===== config.mk =====
export PLATFORM = sky130hd
export DESIGN_NAME = multi_edge_detect_flat
export DESIGN_NICKNAME = d
export VERILOG_FILES = /design/src/rtl/multi_edge_detect_if.sv /design/src/rtl/multi_edge_detect.sv /design/src/flat_wrapper.sv
export SDC_FILE = /design/constraint.sdc
export NUM_CORES = 1
export LEC_CHECK = 0
export BUFFER_PORTS_ARGS = -buffer_cell sky130_fd_sc_hd__buf_2
export CAP_MARGIN = 10
export CORE_MARGIN = 2
export CORE_UTILIZATION = 59
export CTS_CLUSTER_SIZE = 10
export DETAILED_ROUTE_END_ITERATION = 7
export MAX_ROUTING_LAYER = met4
export PLACE_DENSITY = 0.92
export SYNTH_ARGS = -nofsm -noshare
export SYNTH_HDL_FRONTEND = slang
export SYNTH_SLANG_ARGS = --single-unit

===== constraint.sdc =====
create_clock -name clk -period 2.02 [get_ports clk]
set_input_delay 0.101 -clock clk [delete_from_list [all_inputs] [get_ports clk]]
set_output_delay 0.101 -clock clk [all_outputs]
set_load 0.02 [all_outputs]

===== src/rtl/multi_edge_detect_if.sv =====
// ---------------------------------------------------------------------------
// multi_edge_detect_if
//   Signal bundle between a multi-channel edge detector and its user.
//
//   level   [N]  raw asynchronous input levels           (master -> slave)
//   mode    [2]  global edge polarity select             (master -> slave)
//   en      [N]  per-channel tick/pending enable         (master -> slave)
//   clr     [N]  write-1-to-clear for pending            (master -> slave)
//   tick    [N]  one-clock pulse per accepted edge       (slave -> master)
//   pending [N]  sticky flag set by tick                 (slave -> master)
//   irq          OR of pending                           (slave -> master)
//
//   master : the control logic / bench that drives the inputs
//   slave  : the edge detector itself
// ---------------------------------------------------------------------------
interface multi_edge_detect_if #(
  parameter int N = 4
);
  logic [N-1:0] level;
  logic [1:0]   mode;
  logic [N-1:0] en;
  logic [N-1:0] clr;
  logic [N-1:0] tick;
  logic [N-1:0] pending;
  logic         irq;

  modport master (
    output level, mode, en, clr,
    input  tick, pending, irq
  );

  modport slave (
    input  level, mode, en, clr,
    output tick, pending, irq
  );
endinterface


===== src/rtl/multi_edge_detect.sv =====
// ---------------------------------------------------------------------------
// multi_edge_detect
//   N-channel synchronised, glitch-filtered edge detector with a global,
//   selectable edge polarity. Each channel runs:
//     level -> synchroniser chain -> stable-count filter -> edge decode
//           -> registered tick + sticky pending (write-1-to-clear)
//   irq is the OR of all pending flags, registered alongside them.
//
// Parameters
//   N            number of independent channels (>=1)
//   SYNC_STAGES  synchroniser flops per channel (>=2)
//   FILT_CYCLES  consecutive cycles a new level must persist (>=1)
//
// Ports
//   clk    rising-edge system clock
//   reset  asynchronous, active-high reset
//   bus    slave side of multi_edge_detect_if:
//            level/mode/en/clr in, tick/pending/irq out
//
// Timing
//   A held level change produces its tick SYNC_STAGES + FILT_CYCLES + 1
//   clocks later. Mode and en are applied at the clock that registers the
//   tick, so a mode change takes effect from the next clock.
// ---------------------------------------------------------------------------
module multi_edge_detect #(
  parameter int N           = 4,
  parameter int SYNC_STAGES = 2,
  parameter int FILT_CYCLES = 4
) (
  input  logic               clk,
  input  logic               reset,
  multi_edge_detect_if.slave bus
);

  localparam int                CNT_W    = $clog2(FILT_CYCLES + 1);
  localparam logic [CNT_W-1:0]  CNT_LAST = CNT_W'(FILT_CYCLES - 1);

  typedef enum logic [1:0] {
    EDGE_RISE = 2'b00,
    EDGE_FALL = 2'b01,
    EDGE_BOTH = 2'b10,
    EDGE_NONE = 2'b11
  } edge_mode_e;

  // Per-channel state
  logic [SYNC_STAGES-1:0] sync_ff  [N];
  logic [CNT_W-1:0]       filt_cnt [N];
  logic [N-1:0]           sync_lvl;
  logic [N-1:0]           stable;
  logic [N-1:0]           stable_d;

  // Output registers
  logic [N-1:0]           tick_q;
  logic [N-1:0]           pending_q;
  logic                   irq_q;

  // Decode
  edge_mode_e             mode_sel;
  logic [N-1:0]           rise;
  logic [N-1:0]           fall;
  logic [N-1:0]           qual;
  logic [N-1:0]           tick_next;
  logic [N-1:0]           pending_next;

  // -------------------------------------------------------------------------
  // Synchroniser: a pure shift chain, nothing between stages, so each stage
  // has a full clock period to resolve metastability.
  // NOTE: sequential state uses non-blocking (<=) so every flop samples the
  // pre-edge value of its neighbour; blocking here would collapse the chain
  // into a single flop.
  // NOTE: the synchroniser flops are reset (not left free-running) so that
  // after reset the chain agrees with stable=0 and no phantom edge appears
  // from stale contents.
  // -------------------------------------------------------------------------
  always_ff @(posedge clk or posedge reset) begin
    if (reset) begin
      for (int i = 0; i < N; i++) begin
        sync_ff[i] <= '0;
      end
    end else begin
      for (int i = 0; i < N; i++) begin
        sync_ff[i] <= {sync_ff[i][SYNC_STAGES-2:0], bus.level[i]};
      end
    end
  end

  // NOTE: every always_comb output gets a value on every path (defaults
  // first) so no latch is inferred.
  always_comb begin
    sync_lvl = '0;
    for (int i = 0; i < N; i++) begin
      sync_lvl[i] = sync_ff[i][SYNC_STAGES-1];
    end
  end

  // -------------------------------------------------------------------------
  // Stable-count filter: a new level is accepted only after it has differed
  // from the stable level for FILT_CYCLES consecutive clocks. Any return to
  // the stable level clears the count, so short glitches vanish entirely.
  // -------------------------------------------------------------------------
  always_ff @(posedge clk or posedge reset) begin
    if (reset) begin
      for (int i = 0; i < N; i++) begin
        filt_cnt[i] <= '0;
      end
      stable   <= '0;
      stable_d <= '0;
    end else begin
      for (int i = 0; i < N; i++) begin
        if (sync_lvl[i] == stable[i]) begin
          filt_cnt[i] <= '0;
        end else if (filt_cnt[i] == CNT_LAST) begin
          stable[i]   <= sync_lvl[i];
          filt_cnt[i] <= '0;
        end else begin
          filt_cnt[i] <= filt_cnt[i] + CNT_W'(1);
        end
      end
      // One-clock-old copy of stable; a difference marks the flip.
      stable_d <= stable;
    end
  end

  // -------------------------------------------------------------------------
  // Edge decode and pending update. en only gates the outputs; the filter
  // above keeps tracking, so raising en later cannot fabricate an edge.
  // A clear and a set in the same clock leave pending set.
  // -------------------------------------------------------------------------
  assign mode_sel = edge_mode_e'(bus.mode);

  always_comb begin
    rise = stable & ~stable_d;
    fall = ~stable & stable_d;
    qual = '0;
    case (mode_sel)
      EDGE_RISE: qual = rise;
      EDGE_FALL: qual = fall;
      EDGE_BOTH: qual = rise | fall;
      default:   qual = '0;
    endcase
    tick_next    = qual & bus.en;
    pending_next = (pending_q & ~bus.clr) | tick_next;
  end

  always_ff @(posedge clk or posedge reset) begin
    if (reset) begin
      tick_q    <= '0;
      pending_q <= '0;
      irq_q     <= 1'b0;
    end else begin
      tick_q    <= tick_next;
      pending_q <= pending_next;
      // Built from the next-state pending so irq moves in the same clock.
      irq_q     <= |pending_next;
    end
  end

  assign bus.tick    = tick_q;
  assign bus.pending = pending_q;
  assign bus.irq     = irq_q;

endmodule


===== src/flat_wrapper.sv =====
// flat-port wrapper written by rule: the top's interface ports become plain ports
module multi_edge_detect_flat 
#(
  parameter int N           = 4,
  parameter int SYNC_STAGES = 2,
  parameter int FILT_CYCLES = 4
)
  (clk, reset, bus_level, bus_mode, bus_en, bus_clr, bus_tick, bus_pending, bus_irq);
  multi_edge_detect_if #(.N(N)) bus_i ();
  input  logic clk;
  input  logic reset;
  input wire logic [$bits(bus_i.level)-1:0] bus_level;
  input wire logic [$bits(bus_i.mode)-1:0] bus_mode;
  input wire logic [$bits(bus_i.en)-1:0] bus_en;
  input wire logic [$bits(bus_i.clr)-1:0] bus_clr;
  output wire logic [$bits(bus_i.tick)-1:0] bus_tick;
  output wire logic [$bits(bus_i.pending)-1:0] bus_pending;
  output wire logic [$bits(bus_i.irq)-1:0] bus_irq;
  assign bus_i.level = bus_level;
  assign bus_i.mode = bus_mode;
  assign bus_i.en = bus_en;
  assign bus_i.clr = bus_clr;
  assign bus_tick = bus_i.tick;
  assign bus_pending = bus_i.pending;
  assign bus_irq = bus_i.irq;
  multi_edge_detect #(.N(N), .SYNC_STAGES(SYNC_STAGES), .FILT_CYCLES(FILT_CYCLES)) u_core (.clk(clk), .reset(reset), .bus(bus_i));
endmodule

==> results of run 1 <==
==> synth_stat cells <==
library cell | number | area (µm²)
dfrtp_1 | 37 | 925.9
inv_1 | 19 | 71.32
ha_1 | 12 | 150.1
nor3b_1 | 8 | 60.06
nand2_1 | 7 | 26.28
o21ai_0 | 7 | 35.03
nor2b_1 | 5 | 31.28
a32oi_1 | 4 | 35.03
nor3_1 | 4 | 20.02
xnor2_1 | 4 | 35.03
and2_1 | 3 | 18.77
mux2i_1 | 3 | 30.03
nand2b_1 | 3 | 18.77
buf_6 | 2 | 22.52
o21a_1 | 2 | 15.01
a211oi_1 | 1 | 7.510
a21boi_2 | 1 | 11.26
a21oi_1 | 1 | 5.000
nand4b_1 | 1 | 8.760
nor2_1 | 1 | 3.750
nor2b_4 | 1 | 13.76
o21ai_1 | 1 | 5.000
==> power by group through the flow <==
stage / combinational, mW / clock [mW] / sequential [mW]
global placement: 0.627 / 0 / 1.06
CTS: 0.695 / 0.394 / 1.06
floorplan: 0.424 / 0 / 1.13
detailed placement: 0.682 / 0 / 1.08
global route: 0.779 / 0.420 / 1.08
finish: 0.685 / 0.379 / 1.06
==> flip-flops by register name, indices dropped and copies added (netlist names) <==
signal	flops
u_core.filt_cnt	12
u_core.sync_ff	8
u_core.bus.pending	4
u_core.bus.tick	4
u_core.stable	4
u_core.stable_d	4
u_core.bus.irq	1
==> critical path: cells and delay by family, from the launching register on <==
| kind | cells | cell delay, ps |
|---|---|---|
| DFF | 1 | 440 |
| buffers and inverters | 1 | 30 |
| and+or+nand+nor | 1 | 180 |
| muxes | 1 | 180 |
| adders and majority gates | 1 | 290 |
| AOI/OAI and AO/OA | 1 | 120 |
==> path summary, 6_finish.rpt <==
check                                       start            endpoint  cells past startpoint
min in group asynchronous                   reset   u_core.sync_ff[6]                      4
worst min-delay path                    bus_en[0]  u_core.bus.tick[0]                      2
worst min register to register  u_core.sync_ff[4]   u_core.sync_ff[5]                      0
worst max register to register   u_core.stable[2]      u_core.bus.irq                      5
worst max-delay path             u_core.stable[2]      u_core.bus.irq                      5
max in group asynchronous                   reset   u_core.sync_ff[2]                      4
==> per-stage QoR <==
stage | hold slack, ps | worst slack (ps) | total power [mW] | util
floorplan | 132.4 | 786.6 | 1.549 | -
global placement | 209.5 | 724.9 | 1.687 | 0.6833
detailed placement | 210.4 | 665.4 | 1.757 | 0.6833
CTS | 10.95 | 642.9 | 2.150 | 0.7258
global route | 21.47 | 542.6 | 2.283 | 0.7258
finish | 25.65 | 654.2 | 2.127 | 0.7258
==> cell type report <==
cell class                 count  area (µm²)  share of cell area
tap                           30       37.54             0.02088
clock buffer                   7       55.05             0.03062
sequential                    37       925.9              0.5150
multi-input combinational     69       530.5              0.2951
timing repair buffer          30       177.7             0.09882
inverter                      19       71.32             0.03967
==> logic make-up (layout without fill, tap and decap cells) <==
kind of cell,after synthesis,count (layout)
xor gates and xnor gates,4,4
and+or+nand+nor,33,33
muxes,3,3
AOI/OAI and AO/OA,17,17
adders and majority gates,12,12
buffers and inverters,21,56
DFF,37,37
==> repair_timing <==
item | CTS | global route
endpoints found under the setup margin | 0 | 0
hold buffers | 5 | 0
endpoints found under the hold margin | 41 | 0
==> metal layers <==
| layer | vias up | global-route usage |
|---|---|---|
| li1 | 486 | - |
| met1 | 508 | 0.1955 |
| met2 | 28 | 0.3248 |
| met3 | 8 | 0.04684 |
| met4 | 0 | 0.09756 |
| met5 | - | - |
==> impl_metrics.toml, run 1 <==
[outcome]
outcome = "completed"

[drt]
met1_length_mm = 1.028
vias = 1030
postRouteAntennaNets = 0
wl_met3_um = 119
wl_per_cell_um = 13.18
drc = 0
viasPerCell = 5.365
dr.pass1.iters = 4
wl_met2_mm = 1.328
wl_mm = 2.531
top_layer = "met4"
drt-initial-drc-count = 18

[setup_path]
crit_arrival_ps = 1580
path_class = "flip-flop to flip-flop"
cpPeakStageDelay_ps = 440
endpoint_kind = "flip-flop"
cp.required_ps = 2230
cp_cell_sequence = "ha_1, inv_1, mux2i_1, o21ai_1, nand4b_1"
path_max_fanout = 4
r2r_slack_ps = 650
critPathSlowestCell = "dfrtp_1"
start_kind = "flip-flop"

[grt]
grt_max_degree = 38
grt.total_usage = 0.1875
antenna_found_initial = 0
grt_overflow = 0
grt_pass1_wl_mm = 4.402
grt_pass1_vias = 1106

[layout]
areaGrowthSynthToFinish_pct = 15.98
fin_nets = 190
fillers = 176
layout_commonest_cell = "dfrtp_1"
mostFrequentLayoutCells = "dfrtp_1 (37), buf_2 (24), inv_1 (19)"
n_antenna_cell = 0
layout-drive-gt1-share = 0.2037
postLayoutCellArea_um2 = 1798
layoutNonFillerInstCount = 192

[clock_network]
htree_num_levels = 2
ctsResizeCount = 0
clock_sinks = 37
clk_latency_ps = 330
cts_tree = "built"
cts_buffers = 5
cts.clk_slew.worst_paths_ps = 100
clockBufferDepth = 2
cts_setup_buffers = 0
cts-root-buf = "clkbuf_4"

[power_and_ir_drop]
swShare = 0.3409
p_int_mw = 1.402
pwr-share-comb = 0.322
leakagePower_nw = 0.9424
power_frac_seq = 0.500
clock_power_share = 0.178
switching_power_mw = 0.7249
power.density_nw_per_um2 = 1183
vdd_drop_max_v = 0.0009424

[floorplan]
initial_core_util = 0.6258
die_area_um2 = 3054
io_pins = 25
die_h_um = 55.26
dieWidth_um = 55.26
rows = 18
core_um2 = 2477

[logic_synthesis]
synth_simple_gate_area_share = 0.1299
postSynthCellCount = 127
synthAdderAreaFrac = 0.09685
synthMuxAreaShare = 0.01937
syn_area_um2 = 1550
synth_top_family_by_area = "simple AND/OR/NAND/NOR gates"
synthXorXnorAreaFrac = 0.02260
ys_ff_latch = 37
synth-compound-area-share = 0.07345
synth_nets = 155
synth_seq_area_share = 0.5973
syn_area_per_cell_um2 = 12.21
yosys_warnings = 0
yosys.cell_types.count = 22

[job]
drv_cap = 0

[placement]
gp_congestion = 0.8025
place_hpwl_mm = 1.814
dp.cells = 180
place_area_um2 = 1693
port_buffers = 24

[sta]
fmax_ghz = 0.7322
finalSetupViolations = 0
min_period_over_period = 0.6761
slew_headroom = 0.7014
fin_skew_ps = 4.487
setup_tns_ps = 0
hold_viol_final = 0
rsz0062_at_grt = "false"
tightest_slew_ps = 447.9
period_needed_ps = 1366
slew_viol_final = 0

[worst_hold_path]
min_path_type = "input port to flip-flop"
Note: power is estimated with default switching activity, not from simulation.
==> run 2: changes to the inputs <==
Settings changed: CORE_UTILIZATION 59 to 49, PLACE_DENSITY 0.92 to 0.82.
Clock period 2.02 ns to 1.25 ns, I/O delays scaled along.
==> run 2 against run 1 <==
Net effect: the flow now finishes with violations (setup timing); first-iteration DRC count up 11%; sequential cell count unchanged; via count up 0.97%; highest routed layer unchanged; cell area up 6.1%; sequential share of layout area down 3.0 points; clock-buffer cell count up 1; combinational power up 93%; critical path depth unchanged.
==> impl_metrics.toml, run 2 (synthesis gave the netlist of run 1 again) <==
[floorplan]
io_pins = 25
die_h_um = 60.25
die_area_um2 = 3629
dieWidth_um = 60.25
initial_core_util = 0.5120
core_um2 = 3028
rows = 20

[setup_path]
crit_arrival_ps = 1540
rr_worst_depth = 5
endpoint_kind = "flip-flop"
r2r_slack_ps = -60
path_class = "flip-flop to flip-flop"
reg2reg_to = "u_core.bus.irq"
r2r-start = "u_core.stable[0]"
path_max_fanout = 3
cp.required_ps = 1470
start_kind = "flip-flop"

[drt]
drc = 0
wl_mm = 2.777
drt-initial-drc-count = 20
wl_per_cell_um = 12.86
viasPerCell = 4.815
vias = 1040
postRouteAntennaNets = 0
dr.pass1.iters = 4

[layout]
largest_reg_flops = 12
areaGrowthSynthToFinish_pct = 23.08
mostFrequentLayoutCells = "dfrtp_1 (37), buf_2 (24), inv_1 (18)"
regMostFlops = "u_core.filt_cnt"
fillers = 241
postLayoutCellArea_um2 = 1908
postLayoutCoreUtil = 0.6302
n_antenna_cell = 0
layout-drive-gt1-share = 0.2384
layout_commonest_cell = "dfrtp_1"
fin_nets = 199
top_regs = "u_core.filt_cnt: 12 flops, u_core.sync_ff: 8 flops"

[grt]
grt_pass1_wl_mm = 4.574
grt.total_usage = 0.1857
grt_max_degree = 38
antenna_found_initial = 0
grt_pass1_vias = 1133
grt_overflow = 0

[sta]
rsz0062_at_grt = "true"
slew_viol_final = 0
setup_tns_ps = -88.67
slew_headroom = 0.7043
min_period_over_period = 1.052
period_needed_ps = 1314
fmax_ghz = 0.7608
tightest_slew_ps = 443.5
fin_ws_ps = -64.46
finalSetupViolations = 3
hold_viol_final = 0
fin_skew_ps = 5.547

[power_and_ir_drop]
power.density_nw_per_um2 = 1891
leakagePower_nw = 0.9774
total_power_mw = 3.609
vdd_drop_max_v = 0.0008811

[placement]
place_hpwl_mm = 1.969
port_buffers = 24
gp_congestion = 0.7598
place_area_um2 = 1740

[clock_network]
clock_sinks = 37
htree_num_levels = 2
clk_latency_ps = 340
cts_buffers = 5
cts-root-buf = "clkbuf_4"
cts_tree = "built"
cts.clk_slew.worst_paths_ps = 100
clockBufferDepth = 2

[worst_hold_path]
worstHoldStart = "bus_clr[2]"
min_path_type = "input port to flip-flop"
hold_end = "u_core.bus.pending[2]"
whs_path_depth = 4

[outcome]
violations = "setup timing"
outcome = "complete, but fails checks"

[job]
drv_cap = 0
run 2: final cells by class:
cell class	count	area, µm²	area share
inverter	19	71.32	0.03738
multi-input combinational	69	551.8	0.2892
timing repair buffer	39	255.2	0.1338
sequential	37	925.9	0.4852
clock buffer	8	48.80	0.02557
tap	44	55.05	0.02885
run 2: worst max path at each step:
stage                     start                 end  slack, ps  cells past startpoint
3_5_place_dp   u_core.stable[1]  u_core.bus.tick[1]        -80                      4
6_report       u_core.stable[0]      u_core.bus.irq        -60                      5
5_1_grt        u_core.stable[0]      u_core.bus.irq       -120                      5
3_3_place_gp   u_core.stable[1]      u_core.bus.irq       -0.9                      4
2_1_floorplan  u_core.stable[1]      u_core.bus.irq         20                      4
4_1_cts        u_core.stable[2]      u_core.bus.irq        -40                      5
run 2: timing repair:
action | CTS | global route
endpoints found under the setup margin | 5 | 8
resized for setup | 1 | 6
hold buffers | 9 | 0
endpoints found under the hold margin | 47 | 0
pin swaps | 1 | 12
buffers inserted | 0 | 1
run 2: report_power, final:
part           leakage, nW  switching, mW  internal, mW  total (mW)
Sequential           0.471          0.187          1.52        1.71
Combinational        0.480          0.693         0.622        1.32
Clock               0.0265          0.363         0.224       0.587
Total                0.977           1.24          2.37        3.61
run 2: metrics by stage:
step,hold slack [ps],instances,setup slack (ps)
after floorplan,93.93,127,16.62
after global placement,170.7,198,-0.9208
after detailed placement,172.6,198,-84.62
after CTS,68.64,215,-41.93
after global routing,78.87,216,-118.3
final,66.47,216,-64.46
run 2: worst max-delay path, cell delays in order (launching register included):
cell	delay [ps]
dfrtp_1	440
ha_4	280
inv_2	30
mux2i_2	180
o21a_1	180
nand4b_1	100
run 2: metal layers:
metal,global-route usage,share of wire
met1,0.1742,0.41
met2,0.3152,0.52
met3,0.07143,0.044
met4,0.1143,0.024
met5,-,0
